--- src/rtl/writeback_stage_if.sv ---
// Writeback stage bus: execute-side result handoff, data-memory load port
// and register-file write port.
interface writeback_stage_if;
  logic        instr_valid;
  logic [1:0]  wb_sel;
  logic [4:0]  rd_in;
  logic        reg_en;
  logic [31:0] alu_result;
  logic [31:0] imm;
  logic [31:0] pc;
  logic [2:0]  funct3;
  logic [31:0] mem_data;
  logic        mem_ack;
  logic        mem_req;
  logic        busy;
  logic [31:0] reg_write;
  logic        write;
  logic [4:0]  rd;
  logic        err;

  modport master (
    output instr_valid, wb_sel, rd_in, reg_en, alu_result, imm, pc, funct3,
           mem_data, mem_ack,
    input  mem_req, busy, reg_write, write, rd, err
  );

  modport slave (
    input  instr_valid, wb_sel, rd_in, reg_en, alu_result, imm, pc, funct3,
           mem_data, mem_ack,
    output mem_req, busy, reg_write, write, rd, err
  );
endinterface

--- src/rtl/writeback_stage.sv ---
// Writeback stage: selects ALU/load/PC+4/IMM result, waits for load data
// with a bounded timeout and issues a single register-file write.
//
// state     | meaning
// IDLE      | accepting instr_valid
// LOAD_WAIT | mem_req held, waiting for mem_ack or timeout
// COMMIT    | one-cycle register-file write slot
module writeback_stage #(
  parameter int TIMEOUT = 15
) (
  input logic             clk,
  input logic             rst,
  writeback_stage_if.slave wb
);
  localparam int CW = $clog2(TIMEOUT + 1);

  typedef enum logic [1:0] {IDLE, LOAD_WAIT, COMMIT} state_t;

  state_t      state, state_n;
  logic [CW-1:0] cnt, cnt_n;
  logic [1:0]  off_q;
  logic [2:0]  f3_q;
  logic [4:0]  rd_lat;
  logic        wen_lat;
  logic        accept;
  logic        load_legal;
  logic [31:0] lane;
  logic [31:0] load_val;
  logic [31:0] src_val;
  logic        wr_n, err_n;
  logic [31:0] wdata_n;
  logic [4:0]  wrd_n;
  logic        busy_q, mem_req_q, write_q, err_q;
  logic [31:0] reg_write_q;
  logic [4:0]  rd_q;

  assign accept = (state == IDLE) && wb.instr_valid;

  always_comb begin
    load_legal = 1'b0;
    case (wb.funct3)
      3'b000, 3'b100: load_legal = 1'b1;
      3'b001, 3'b101: load_legal = ~wb.alu_result[0];
      3'b010:         load_legal = (wb.alu_result[1:0] == 2'b00);
      default:        load_legal = 1'b0;
    endcase
  end

  // Byte/halfword lane is selected by the offset latched at acceptance.
  always_comb begin
    lane = wb.mem_data >> {off_q, 3'b000};
    case (f3_q)
      3'b000:  load_val = {{24{lane[7]}}, lane[7:0]};
      3'b100:  load_val = {24'd0, lane[7:0]};
      3'b001:  load_val = {{16{lane[15]}}, lane[15:0]};
      3'b101:  load_val = {16'd0, lane[15:0]};
      default: load_val = wb.mem_data;
    endcase
  end

  always_comb begin
    case (wb.wb_sel)
      2'b00:   src_val = wb.alu_result;
      2'b10:   src_val = wb.pc + 32'd4;
      default: src_val = wb.imm;
    endcase
  end

  always_comb begin
    state_n = state;
    cnt_n   = cnt;
    wr_n    = 1'b0;
    err_n   = 1'b0;
    wdata_n = reg_write_q;
    wrd_n   = rd_q;
    case (state)
      IDLE: begin
        if (wb.instr_valid) begin
          if (wb.wb_sel != 2'b01) begin
            state_n = COMMIT;
            wr_n    = wb.reg_en && (wb.rd_in != 5'd0);
            if (wr_n) begin
              wdata_n = src_val;
              wrd_n   = wb.rd_in;
            end
          end else if (load_legal) begin
            state_n = LOAD_WAIT;
            cnt_n   = CW'(TIMEOUT - 1);
          end else begin
            err_n = 1'b1;
          end
        end
      end
      LOAD_WAIT: begin
        // mem_ack wins over an expiring counter on the same edge.
        if (wb.mem_ack) begin
          state_n = COMMIT;
          cnt_n   = '0;
          wr_n    = wen_lat;
          if (wen_lat) begin
            wdata_n = load_val;
            wrd_n   = rd_lat;
          end
        end else if (cnt == '0) begin
          state_n = IDLE;
          err_n   = 1'b1;
        end else begin
          cnt_n = cnt - 1'b1;
        end
      end
      COMMIT:  state_n = IDLE;
      default: state_n = IDLE;
    endcase
  end

  always_ff @(posedge clk or posedge rst) begin
    if (rst) begin
      state       <= IDLE;
      cnt         <= '0;
      off_q       <= 2'd0;
      f3_q        <= 3'd0;
      rd_lat      <= 5'd0;
      wen_lat     <= 1'b0;
      busy_q      <= 1'b0;
      mem_req_q   <= 1'b0;
      write_q     <= 1'b0;
      err_q       <= 1'b0;
      reg_write_q <= 32'd0;
      rd_q        <= 5'd0;
    end else begin
      state       <= state_n;
      cnt         <= cnt_n;
      busy_q      <= (state_n != IDLE);
      mem_req_q   <= (state_n == LOAD_WAIT);
      write_q     <= wr_n;
      err_q       <= err_n;
      reg_write_q <= wdata_n;
      rd_q        <= wrd_n;
      if (accept) begin
        off_q   <= wb.alu_result[1:0];
        f3_q    <= wb.funct3;
        rd_lat  <= wb.rd_in;
        wen_lat <= wb.reg_en && (wb.rd_in != 5'd0);
      end
    end
  end

  assign wb.busy      = busy_q;
  assign wb.mem_req   = mem_req_q;
  assign wb.write     = write_q;
  assign wb.err       = err_q;
  assign wb.reg_write = reg_write_q;
  assign wb.rd        = rd_q;
endmodule

--- src/flat_wrapper.sv ---
// flat-port wrapper written by rule: the top's interface ports become plain ports
module writeback_stage_flat 
#(
  parameter int TIMEOUT = 15
)
  (clk, rst, wb_instr_valid, wb_wb_sel, wb_rd_in, wb_reg_en, wb_alu_result, wb_imm, wb_pc, wb_funct3, wb_mem_data, wb_mem_ack, wb_mem_req, wb_busy, wb_reg_write, wb_write, wb_rd, wb_err);
  writeback_stage_if wb_i ();
  input logic clk;
  input logic rst;
  input wire logic [$bits(wb_i.instr_valid)-1:0] wb_instr_valid;
  input wire logic [$bits(wb_i.wb_sel)-1:0] wb_wb_sel;
  input wire logic [$bits(wb_i.rd_in)-1:0] wb_rd_in;
  input wire logic [$bits(wb_i.reg_en)-1:0] wb_reg_en;
  input wire logic [$bits(wb_i.alu_result)-1:0] wb_alu_result;
  input wire logic [$bits(wb_i.imm)-1:0] wb_imm;
  input wire logic [$bits(wb_i.pc)-1:0] wb_pc;
  input wire logic [$bits(wb_i.funct3)-1:0] wb_funct3;
  input wire logic [$bits(wb_i.mem_data)-1:0] wb_mem_data;
  input wire logic [$bits(wb_i.mem_ack)-1:0] wb_mem_ack;
  output wire logic [$bits(wb_i.mem_req)-1:0] wb_mem_req;
  output wire logic [$bits(wb_i.busy)-1:0] wb_busy;
  output wire logic [$bits(wb_i.reg_write)-1:0] wb_reg_write;
  output wire logic [$bits(wb_i.write)-1:0] wb_write;
  output wire logic [$bits(wb_i.rd)-1:0] wb_rd;
  output wire logic [$bits(wb_i.err)-1:0] wb_err;
  assign wb_i.instr_valid = wb_instr_valid;
  assign wb_i.wb_sel = wb_wb_sel;
  assign wb_i.rd_in = wb_rd_in;
  assign wb_i.reg_en = wb_reg_en;
  assign wb_i.alu_result = wb_alu_result;
  assign wb_i.imm = wb_imm;
  assign wb_i.pc = wb_pc;
  assign wb_i.funct3 = wb_funct3;
  assign wb_i.mem_data = wb_mem_data;
  assign wb_i.mem_ack = wb_mem_ack;
  assign wb_mem_req = wb_i.mem_req;
  assign wb_busy = wb_i.busy;
  assign wb_reg_write = wb_i.reg_write;
  assign wb_write = wb_i.write;
  assign wb_rd = wb_i.rd;
  assign wb_err = wb_i.err;
  writeback_stage #(.TIMEOUT(TIMEOUT)) u_core (.clk(clk), .rst(rst), .wb(wb_i));
endmodule
--- config.mk ---
export PLATFORM = sky130hd
export DESIGN_NAME = writeback_stage_flat
export DESIGN_NICKNAME = d
export VERILOG_FILES = /design/src/rtl/writeback_stage_if.sv /design/src/rtl/writeback_stage.sv /design/src/flat_wrapper.sv
export SDC_FILE = /design/constraint.sdc
export NUM_CORES = 1
export LEC_CHECK = 0
export CORE_ASPECT_RATIO = 0.6
export CORE_MARGIN = 3
export CORE_UTILIZATION = 43
export DETAILED_ROUTE_END_ITERATION = 10
export PLACE_DENSITY = 0.8
export SYNTH_ARGS = -nofsm -noshare
export SYNTH_HDL_FRONTEND = slang
export SYNTH_SLANG_ARGS = --single-unit
export TNS_END_PERCENT = 50
--- constraint.sdc ---
create_clock -name clk -period 2.84 [get_ports clk]
set_input_delay 0.284 -clock clk [delete_from_list [all_inputs] [get_ports clk]]
set_output_delay 0.284 -clock clk [all_outputs]
set_load 0.05 [all_outputs]
==> results.yml, run 1 <==
outcome:
  status: "finished clean"
die:
  die-area_sq_um: 11200
  initial_core_util_pct: 45.4
  core_region_area_sq_um: 9430
  die-height_um: 83.3
  chipWidth_um: 135
  ios: 184
  core.rowCount: 27
detailed_routing:
  wl_per_cell_um: 20.2
  drtIter0Drc: 622
  viasPerCell: 5.99
  drt_pass1_iterations: 5
  postRouteWirelength_mm: 17.0
  ant_nets: 0
  vias: 5044
  drc: 0
setup_path:
  cpPeakStageDelay_ps: 650
  slowest_stage: "dfrtp_1"
  cp.arrival_ps: 2740
  r2r-end: "u_core.wb.reg_write[23]$_DFFE_PP0P_"
  critPathLaunch: "u_core.off_q[1]$_DFFE_PP0P_"
  crit_family: "compound AO/OA/AOI/OAI gates"
  cp_cell_sequence: "mux2i_1, mux2_2, o41ai_2, nor2_2, a221oi_1"
  crit_cells: 5
  critPathLaunchType: "flop"
  ff2ff_path_depth: 5
  crit_end: "u_core.wb.reg_write[23]$_DFFE_PP0P_"
  r2r_slack_ps: 300
  critPathMaxFanout: 16
  path_buf_inv: 0
  end_kind: "flop"
  path_class: "reg -> reg"
  reg2reg_from: "u_core.off_q[1]$_DFFE_PP0P_"
  required_ps: 3040
clock_tree:
  cts_buffer_depth: 2
  clkTransAtPathRegs_ps: 50
  clock_latency_ps: 320
  cts_setup_buffers: 0
  cts_root_buf: "clkbuf_16"
  cts_buffers: 9
  h-tree-depth: 3
  clock_sinks: 58
  holdBufCountCts: 0
  ctsResizeCount: 0
  cts_tree: "yes"
logic_synthesis:
  async_reset_ff_share_pct: 100
  synth_most_common_cell: "nand2_1"
  synth_fp_nets: 676
  synth_cells: 530
  yosys_most_used_dff: "dfrtp_1"
  seq_area_frac_synth_pct: 33.9
  synthesis.area_sq_um: 4280
  synth_warnings: 0
  ys_types: 53
  synth_top_area_share_pct: 33.9
  syn_area_per_cell_sq_um: 8.08
  synthTopCellsByArea: "dfrtp_1 34%, nand2_1 8.4%, nor2_1 4.8%"
  synth_edf_count: 0
  synthTopCellsByCount: "96 x nand2_1, 58 x dfrtp_1, 55 x nor2_1, 30 x a21oi_1, 29 x clkbuf_1"
  synth.ff_latch_count: 58
  synth_largest_area_cell: "dfrtp_1"
sta:
  fmax_ghz: 0.394
  setup_violations: 0
  slew_violations: 0
  rsz0062_at_grt: "no"
  slew_headroom_pct: 43.2
  final-hold-violation-count: 0
  setup_tns_ps: 0
  min_period_ps: 2540
  tightestPinTransition_ps: 830
  hold_slack_ps: 335
  fin_skew_ps: 7.29
  period_share_pct: 89.5
job:
  drv_cap: 0
global_routing:
  grt_pass1_wl_mm: 26.3
  grt_max_degree: 63
  busiest_layer: "met1"
  overflow: 0
  antenna_found_initial: 0
  track_usage_pct: 29.7
  grt_pass1_vias: 4829
  use_met3_pct: 8.17
  grt.met1_usage_pct: 44.3
  grt_util_met2_pct: 42.9
layout:
  regArea_sq_um: 1450
  layout.nets: 854
  fillers: 724
  drive_gt1_share_pct: 9.55
  multiInputGateArea_sq_um: 2640
  diodes: 0
  area.growth.synth_to_final_pct: 53.1
place:
  place_hpwl_mm: 13.3
  gp_congestion: 0.906
  io_buffers: 183
pwr:
  power.leakage_uw: 0.00260
  vdd_drop_max_mv: 0.423
  power_density_nw_per_um2: 627
hold_path:
  hp-class: "in -> async"
==> worst min path at each step <==
stage                                        startpoint                                  end  slack [ps]
finish                                              rst          u_core.wb.rd[4]$_DFFE_PP0P_         330
floorplan                               wb_mem_data[16]  u_core.wb.reg_write[16]$_DFFE_PP0P_         430
global route                                        rst          u_core.wb.rd[4]$_DFFE_PP0P_         380
CTS                                                 rst          u_core.wb.rd[4]$_DFFE_PP0P_         350
detailed placement   u_core.wb.reg_write[6]$_DFFE_PP0P_   u_core.wb.reg_write[6]$_DFFE_PP0P_         480
global placement    u_core.wb.reg_write[13]$_DFFE_PP0P_  u_core.wb.reg_write[13]$_DFFE_PP0P_         460
==> worst min-delay path: stages <==
cell and delay (ps):
clkdlybuf4s50_1 420, inv_2 60, buf_4 290
==> power by group <==
| part | internal, uW | total, uW | leakage, uW | switching (uW) |
|---|---|---|---|---|
| Clock | 627 | 985 | 0.000138 | 358 |
| Combinational | 743 | 1910 | 0.00178 | 1160 |
| Sequential | 1040 | 1220 | 0.000683 | 173 |
==> routing by layer <==
metal	share of wire, %	vias to the layer above
met5	0	-
met3	12	33
met1	44	2401
met2	42	330
met4	1.5	0
li1	-	2280
==> cell families (layout without fill, tap and decap cells) <==
| group | Yosys count | count (layout) | synth area share (%) |
|---|---|---|---|
| AOI/OAI and AO/OA | 151 | 151 | 25.8 |
| xor gates and xnor gates | 27 | 27 | 5.52 |
| adders and majority gates | 3 | 3 | 0.877 |
| buffers and inverters | 48 | 230 | 4.50 |
| DFF | 58 | 58 | 33.9 |
| muxes | 26 | 26 | 6.40 |
| and+or+nand+nor | 217 | 217 | 23.1 |
==> per-stage QoR <==
| step | setup slack [ps] | util [%] | std cells | cell area (sq um) | total power [uW] |
|---|---|---|---|---|---|
| after CTS | 340 | 69.5 | 842 | 6560 | 4100 |
| after floorplan | 867 | - | 530 | 4280 | 2330 |
| after global placement | 205 | 66.7 | 827 | 6280 | 3060 |
| final | 299 | 69.5 | 842 | 6560 | 4110 |
| after global routing | 123 | 69.5 | 842 | 6560 | 4290 |
| after detailed placement | 30.0 | 66.7 | 827 | 6280 | 3110 |
==> cell usage in the layout (no fill, tap or decap), drive strengths merged, types with 6 or more instances in the layout <==
master           n
xnor2           21
nand3           13
buf             22
o21ai           28
o31ai            8
a21oi           30
clkdlybuf4s50  182
dfrtp           58
xor2             6
clkbuf          12
nor2            56
nor2b           13
mux2i           15
o211ai          12
nand2           96
a221oi          10
mux2            11
nand4           11
inv             11
a211oi          30
a31oi            6
==> cell type report <==
type                    count  share of cell area (%)
clock inverters             3                   0.229
multi-input cells         424                    40.3
well taps                 130                    2.48
clock buffers              12                    3.91
repair buffers            204                    30.3
flip-flops and latches     58                    22.1
inverters                  11                   0.630
==> sequential cells by signal, indices dropped and copies added (netlist names), 2 cells and up <==
register and cells:
u_core.cnt 4, u_core.f3_q 3, u_core.rd_lat 5, u_core.wb.rd 5
u_core.off_q 2, u_core.state 2, u_core.wb.reg_write 32
(Power assumes the default switching activity.)
==> run 2: changes to the inputs <==
CORE_UTILIZATION = 47   (was 43)
PLACE_DENSITY = 0.87   (was 0.8)
clock period = 3.3 ns   (was 2.84 ns; I/O delays follow)
==> results.yml, run 2 (synthesis gave the netlist of run 1 again) <==
job:
  drv_cap: 0
setup_path:
  required_ps: 3550
  critPathLaunchType: "flop"
  critPathMaxFanout: 23
  cp.arrival_ps: 2980
  end_kind: "flop"
  path_class: "reg -> reg"
place:
  io_buffers: 183
  pre_cts_slack_ps: 551
  dpl.cell_count: 804
  postPlaceCellArea_sq_um: 6220
  place_hpwl_mm: 13.1
  gp_congestion: 0.944
layout:
  diodes: 0
  drive_gt1_share_pct: 9.04
  multiInputGateArea_sq_um: 2640
  regArea_sq_um: 1450
  final_cell_area_sq_um: 6550
  final_cell_mix: "182 x clkdlybuf4s50_1, 96 x nand2_1, 58 x dfrtp_1"
  largest_register_ffs: 32
  final_cells: 820
  fillers: 608
  area.growth.synth_to_final_pct: 53.0
  final_common_cell: "clkdlybuf4s50_1"
  postLayoutCoreUtil_pct: 75.5
  layout.nets: 849
die:
  initial_core_util_pct: 49.3
  die-height_um: 79.9
  ios: 184
  chipWidth_um: 129
  core_region_area_sq_um: 8690
  core.rowCount: 26
  die-area_sq_um: 10300
sta:
  fin_ws_ps: 572
  period_share_pct: 82.7
  fin_skew_ps: 9.06
  final-hold-violation-count: 0
  fmax_ghz: 0.367
  min_period_ps: 2730
  setup_tns_ps: 0
  setup_violations: 0
  tightestPinTransition_ps: 985
  rsz0062_at_grt: "no"
  slew_violations: 0
  slew_headroom_pct: 32.7
pwr:
  power.share.switching_pct: 39.9
  power.leakage_uw: 0.00260
  switchingPower_uw: 1480
  power_density_nw_per_um2: 567
  pwr-share-seq_pct: 28.7
  vdd_drop_max_mv: 0.320
  power_frac_comb_pct: 43.4
  p_int_uw: 2230
  p_clk_share_pct: 27.8
detailed_routing:
  viasPerCell: 6.15
  wl_per_cell_um: 20.3
  drt_pass1_iterations: 5
  drtIter0Drc: 578
  vias: 5046
  ant_nets: 0
  drc: 0
  postRouteWirelength_mm: 16.7
clock_tree:
  h-tree-depth: 3
  cts_buffers: 9
  holdBufCountCts: 0
  clkTransAtPathRegs_ps: 60
  cts_buffer_depth: 2
  ctsResizeCount: 0
  cts_tree: "yes"
  cts_root_buf: "clkbuf_16"
  clock_sinks: 58
  clock_latency_ps: 330
  cts_setup_buffers: 0
hold_path:
  hp-class: "reg -> reg"
global_routing:
  antenna_found_initial: 0
  grt_pass1_wl_mm: 25.4
  track_usage_pct: 31.9
  grt_pass1_vias: 4797
  overflow: 0
  grt_max_degree: 44
outcome:
  status: "finished clean"
## run 2: changes by cell type in the layout (fill, tap and decap cells not counted)
cell	delta
clkinv_2	-2
buf_4	-5
clkinv_4	+1
bufinv_16	+2
## run 2: power by group through the flow
stage / Combinational (uW) / Sequential [uW] / Clock, uW
final: 1620 / 1070 / 1040
after global routing: 1710 / 1090 / 1070
after floorplan: 502 / 1500 / 0
after CTS: 1610 / 1060 / 1040
after detailed placement: 1600 / 1070 / 0
after global placement: 1570 / 1060 / 0
## run 2: final cells by class
cell class	instances	share of cell area, %
Clock inverter	4	1.13
Tap cell	112	2.14
Sequential cell	58	22.1
Multi-Input combinational cell	424	40.3
Clock buffer	12	3.91
Timing Repair Buffer	199	29.7
Inverter	11	0.630
## run 2: per-stage QoR
step                      hold WS, ps  total power, uW
after floorplan                   447             2010
after global placement            466             2630
after detailed placement          470             2670
after CTS                         482             3710
after global routing              514             3870
final                             478             3720
## run 2: routing by layer
layer / global-route usage [%] / routed length, um
met5: 0 / 0
met4: 9.33 / 382
met3: 10.2 / 2190
met2: 46.5 / 7010
met1: 45.1 / 7070
## run 2: worst paths after layout
path	from	end	slack, ps	depth (start not counted)
max	u_core.f3_q[1]$_DFFE_PP0P_	u_core.wb.reg_write[3]$_DFFE_PP0P_	570	7
min in group asynchronous	rst	u_core.wb.rd[4]$_DFFE_PP0P_	510	2
min reg2reg	u_core.wb.reg_write[1]$_DFFE_PP0P_	u_core.wb.reg_write[1]$_DFFE_PP0P_	480	2
max reg2reg	u_core.f3_q[1]$_DFFE_PP0P_	u_core.wb.reg_write[3]$_DFFE_PP0P_	570	7
max in group asynchronous	rst	u_core.wb.reg_write[15]$_DFFE_PP0P_	1990	3
min	u_core.wb.reg_write[1]$_DFFE_PP0P_	u_core.wb.reg_write[1]$_DFFE_PP0P_	480	2
## run 2: critical path: stages, from the launching register on
cell and delay [ps]:
dfrtp_1 800, nand2b_1 320, o22a_1 180, nor2_1 40, a2111oi_0 860, buf_4 230
a21oi_1 40, o21ai_0 180
